`config.mk`:
```
export PLATFORM = sky130hd
export DESIGN_NAME = serial_adder_seq
export DESIGN_NICKNAME = d
export VERILOG_FILES = /design/src/rtl/serial_adder_pkg.sv /design/src/rtl/serial_adder_seq_chunk_adder.sv /design/src/rtl/serial_adder_seq.sv
export SDC_FILE = /design/constraint.sdc
export NUM_CORES = 1
export LEC_CHECK = 0
export CORE_AREA = 5 5 72 68
export CTS_CLUSTER_SIZE = 10
export DETAILED_ROUTE_END_ITERATION = 10
export DIE_AREA = 0 0 77 73
export GPL_TIMING_DRIVEN = 0
export PLACE_DENSITY = 0.8
export SLEW_MARGIN = 20
export SYNTH_ARGS = -nofsm -noshare
export SYNTH_HDL_FRONTEND = slang
export SYNTH_SLANG_ARGS = --single-unit
```
`constraint.sdc`:
```
create_clock -name clk -period 2.74 [get_ports clk]
set_clock_uncertainty 0.05 [all_clocks]
set_input_delay 0.548 -clock clk [delete_from_list [all_inputs] [get_ports clk]]
set_output_delay 0.548 -clock clk [all_outputs]
set_load 0.1 [all_outputs]
```
`src/rtl/serial_adder_pkg.sv`:
```
// serial_adder_pkg: shared types and helpers for the serial adder.
//   state_t : FSM encoding (IDLE, RUN, DONE)
//   clog2   : counter width helper, never returns less than 1
package serial_adder_pkg;

  typedef enum logic [1:0] {
    IDLE = 2'd0,
    RUN  = 2'd1,
    DONE = 2'd2
  } state_t;

  // Width needed to count 0..n-1; a one-chunk adder still gets a 1-bit counter.
  function automatic int clog2(input int n);
    int r;
    int v;
    r = 0;
    v = n - 1;
    while (v > 0) begin
      r = r + 1;
      v = v >> 1;
    end
    if (r < 1) r = 1;
    return r;
  endfunction

endpackage

```
`src/rtl/serial_adder_seq_chunk_adder.sv`:
```
// chunk_adder: purely combinational W-bit unsigned adder with carry in/out.
// Ports:
//   a, b : W-bit operands
//   cin  : carry in
//   s    : W-bit sum
//   cout : carry out (bit W of a+b+cin)
module chunk_adder #(
  parameter int W = 1
) (
  input  logic [W-1:0] a,
  input  logic [W-1:0] b,
  input  logic         cin,
  output logic [W-1:0] s,
  output logic         cout
);

  // Everything is widened to W+1 bits so the carry lands in the top bit.
  assign {cout, s} = {1'b0, a} + {1'b0, b} + {{W{1'b0}}, cin};

endmodule

```
`src/rtl/serial_adder_seq.sv`:
```
// serial_adder_seq: multi-cycle adder computing a + b + cin, CHUNK bits per clock.
// Ports:
//   clk   : rising-edge clock
//   rst   : asynchronous active-high reset
//   start : request; accepted in IDLE or DONE, ignored while busy
//   a, b  : WIDTH-bit operands, cin : carry in (all captured on accepted start)
//   busy  : high exactly while the FSM is in RUN
//   done  : one-cycle pulse, sum/cout valid
//   sum   : WIDTH-bit result, held until the next completion
//   cout  : final carry, held until the next completion
// Handshake: start is accepted on a rising edge when busy=0 (IDLE or DONE).
// done rises for exactly one cycle NCHUNK edges after acceptance; holding start
// high during DONE launches the next addition back to back.
module serial_adder_seq
  import serial_adder_pkg::*;
#(
  parameter int WIDTH = 8,
  parameter int CHUNK = 1
) (
  input  logic             clk,
  input  logic             rst,
  input  logic             start,
  input  logic [WIDTH-1:0] a,
  input  logic [WIDTH-1:0] b,
  input  logic             cin,
  output logic             busy,
  output logic             done,
  output logic [WIDTH-1:0] sum,
  output logic             cout
);

  localparam int NCHUNK = WIDTH / CHUNK;
  localparam int CNT_W  = clog2(NCHUNK);

  if (WIDTH < 1 || CHUNK < 1 || (WIDTH % CHUNK) != 0) begin : g_bad_param
    $error("serial_adder_seq: CHUNK must be >= 1 and divide WIDTH");
  end

  state_t             state_q, state_d;
  logic [WIDTH-1:0]   a_q, a_d;
  logic [WIDTH-1:0]   b_q, b_d;
  logic               carry_q, carry_d;
  logic [CNT_W-1:0]   cnt_q, cnt_d;
  logic [WIDTH-1:0]   shadow_q, shadow_d;
  logic [WIDTH-1:0]   sum_q, sum_d;
  logic               cout_q, cout_d;

  int                 chunk_base;
  logic [CHUNK-1:0]   a_chunk, b_chunk, chunk_s;
  logic               chunk_c;
  logic               take;

  assign chunk_base = int'(cnt_q) * CHUNK;
  assign a_chunk    = a_q[chunk_base +: CHUNK];
  assign b_chunk    = b_q[chunk_base +: CHUNK];

  chunk_adder #(.W(CHUNK)) u_chunk_adder (
    .a    (a_chunk),
    .b    (b_chunk),
    .cin  (carry_q),
    .s    (chunk_s),
    .cout (chunk_c)
  );

  always_comb begin
    state_d  = state_q;
    a_d      = a_q;
    b_d      = b_q;
    carry_d  = carry_q;
    cnt_d    = cnt_q;
    shadow_d = shadow_q;
    sum_d    = sum_q;
    cout_d   = cout_q;
    take     = 1'b0;

    case (state_q)
      IDLE: begin
        if (start) take = 1'b1;
      end
      RUN: begin
        shadow_d[chunk_base +: CHUNK] = chunk_s;
        carry_d = chunk_c;
        cnt_d   = cnt_q + CNT_W'(1);
        if (cnt_q == CNT_W'(NCHUNK - 1)) begin
          // shadow_d already holds the final chunk written just above.
          sum_d   = shadow_d;
          cout_d  = chunk_c;
          state_d = DONE;
        end
      end
      DONE: begin
        state_d = IDLE;
        if (start) take = 1'b1;
      end
      default: state_d = IDLE;
    endcase

    // Operand capture is shared by IDLE and the back-to-back path out of DONE.
    if (take) begin
      a_d     = a;
      b_d     = b;
      carry_d = cin;
      cnt_d   = '0;
      state_d = RUN;
    end
  end

  always_ff @(posedge clk or posedge rst) begin
    if (rst) begin
      state_q  <= IDLE;
      a_q      <= '0;
      b_q      <= '0;
      carry_q  <= 1'b0;
      cnt_q    <= '0;
      shadow_q <= '0;
      sum_q    <= '0;
      cout_q   <= 1'b0;
    end else begin
      state_q  <= state_d;
      a_q      <= a_d;
      b_q      <= b_d;
      carry_q  <= carry_d;
      cnt_q    <= cnt_d;
      shadow_q <= shadow_d;
      sum_q    <= sum_d;
      cout_q   <= cout_d;
    end
  end

  assign busy = (state_q == RUN);
  assign done = (state_q == DONE);
  assign sum  = sum_q;
  assign cout = cout_q;

endmodule

```
==> flow_summary.ini <==
[grt]
grt_pass1_wl_um = 6527
grt_overflow = 0
grtUsageTotal = 0.1463
grt_pass1_vias = 1435
grt_start_max_net_pins = 30
antenna_found_initial = 0

[route]
met3_length_um = 192
wirelength_um = 3842
vias = 1483
dr.pass1.iters = 4
antenna_left = 0
initialDrtViolationCount = 90
wl_per_cell_um = 13.29
wirelength_met1_um = 1824
dr_wl_met2_um = 1775
routed.top_layer = met4
drcViolationCount = 0
avgViaCountPerCell = 5.131

[setup_path]
reg2regPathDepth = 8
rrSetupSlack_ps = 150
crit_arrival_ps = 2760
cp.required_ps = 2910
r2r-end = sum[2]$_DFFE_PP0P_
critPathLaunchType = register
crit_path_end_kind = register
endpoint = sum[2]$_DFFE_PP0P_
critPathLaunch = cnt_q[0]$_DFFE_PP0P_
cp_max_fo = 10
path_class = reg2reg
r2r_start = cnt_q[0]$_DFFE_PP0P_

[clock_network]
cts_root_buf = clkbuf_8
cts.sinks = 39
cts_inserted_buffers = 5
clkLatencyLatePin_ps = 300
clk_pin_slew_worst_paths_ps = 80
cts_max_path_buffers = 2
cts_tree = yes
ctsHtreeMaxLevel = 2
ctsHoldBuffers = 0

[floorplan]
fp.dieArea_um2 = 5621
ios = 31
rows = 23
dieWidth_um = 77
die_h_um = 73
coreArea_um2 = 4173
initial_core_util = 0.4921

[cells_and_area]
multiInputGateArea_um2 = 996.0
diodes = 0
register_area_um2 = 977.2
area_delta_synth_final_pct = 25.96
fillers = 346
final_area_um2 = 2586
drive_above_1_share = 0.1799
nNetsFinal = 266

[synth]
yosys-top-cells-area = dfrtp_1 (48%), nand2_1 (11%), mux4_1 (5.1%), ha_1 (4.3%), mux2_4 (3.7%)
synth_xor_area_frac = 0
synth_nets = 227
synth_cells = 199
synth_compound_area_frac = 0.07861
synth-simple-area-share = 0.2486
synthMostInstantiatedCell = nand2_1
yosysSeqAreaShare = 0.4753
netlist_top_cells_count = nand2_1 (62), dfrtp_1 (39), nor2_1 (8), ha_1 (7), nand2b_1 (7)
avgSynthCellArea_um2 = 10.32
netlist_area_um2 = 2053
synthAdderAreaFrac = 0.05241
synth_top_area_share = 0.4753
ys.flop_type = dfrtp_1
ys_ff_latch = 39
synth_cell_types = 36
synth.area.mux_share = 0.1042
synth_top_area_cell = dfrtp_1
synthArstFlopShare = 1.000
synth_edf_count = 0
synth_top_family_by_area = simple AND/OR/NAND/NOR gates
yosysWarnings = 0

[worst_hold_path]
hp-class = reg2reg
hp-start = b_q[0]$_DFFE_PP0P_

[sta]
rsz0062_at_grt = no
worst_slew_pin_slew_ps = 966.0
max_freq_mhz = 385.5
setup_tns_ps = 0
final_max_slew_viol_count = 0
period_needed_ps = 2594
max_slew_margin = 0.3540
fin_crit_sh = 0.9468
finalSetupViolCount = 0
hold_viol_final = 0

[placed_design]
portBuffers = 30
postPlaceCellArea_um2 = 2436
gp_congestion = 0.8141
place_hpwl_um = 2771

[status]
status = completed

[flow_run]
maxCapViolations = 0
## worst max-delay path, cell delays in order (launching register included)
cell	delay, ps
dfrtp_2	370
buf_6	160
mux4_1	580
nand2_1	80
nand2_1	70
fa_2	610
and4bb_2	290
nand3_1	110
o211ai_1	180
## metal layers
| metal | vias up | track usage |
|---|---|---|
| li1 | 754 | - |
| met3 | 4 | 0.03704 |
| met5 | - | 0 |
| met2 | 27 | 0.2413 |
| met1 | 698 | 0.1841 |
| met4 | 0 | 0.06298 |
## cells in the final DEF, fill, tap and decap left out, types with 5 or more instances in the layout
| cell | netlist | final |
|---|---|---|
| nor2_1 | 8 | 8 |
| nand2_1 | 62 | 62 |
| a31oi_1 | 6 | 6 |
| dfrtp_1 | 39 | 38 |
| clkbuf_8 | 0 | 5 |
| o21ai_0 | 5 | 5 |
| nor3_2 | 5 | 5 |
| nand2b_1 | 7 | 7 |
| mux2_4 | 5 | 5 |
| ha_1 | 7 | 7 |
| clkdlybuf4s50_1 | 0 | 29 |
| buf_2 | 6 | 6 |
## cells by family (layout without fill, tap and decap cells)
group,after synthesis,count (layout)
simple gates,99,99
mux,12,12
fa+ha+maj,8,8
buf+inv,16,56
flops,39,39
compound gates,25,25
## what timing repair did
| item | CTS | global route |
|---|---|---|
| resized for setup | 2 | 2 |
| setup endpoints to repair | 2 | 4 |
| buffers inserted | 0 | 1 |
## sequential cells by signal, indices dropped and copies added, names as in the netlist
name      cells
a_q           8
b_q           8
carry_q       1
cnt_q         3
cout          1
shadow_q      8
state_q       2
sum           8
## cell type report
| cell class | instances | area share |
|---|---|---|
| plain buffers | 10 | 0.02371 |
| clock inverters | 3 | 0.02612 |
| inverters | 6 | 0.008708 |
| clock buffers | 5 | 0.02661 |
| repair buffers | 32 | 0.1277 |
| multi-input cells | 144 | 0.3851 |
| well taps | 50 | 0.02419 |
| flip-flops and latches | 39 | 0.3778 |
## per-stage QoR
step	std cells	util	setup WS, ps	hold WS, ps
floorplan	199	-	225.2	387.3
CTS	288	0.6174	2.889	424.5
global route	289	0.6198	60.36	436.1
finish	289	0.6198	145.7	420.9
global placement	279	0.5790	-5.228	400.9
detailed placement	280	0.5838	-59.27	405.6
## worst min path at each step
stage / end / cells after the start
5_1_grt: a_q[1]$_DFFE_PP0P_ / 2
6_report: b_q[0]$_DFFE_PP0P_ / 2
2_1_floorplan: a_q[1]$_DFFE_PP0P_ / 2
3_5_place_dp: b_q[0]$_DFFE_PP0P_ / 2
4_1_cts: a_q[1]$_DFFE_PP0P_ / 2
3_3_place_gp: b_q[3]$_DFFE_PP0P_ / 2
Power is left out: the tool's default activity adds up to more than one toggle a clock period on the data nets, which glitch-free logic cannot reach.
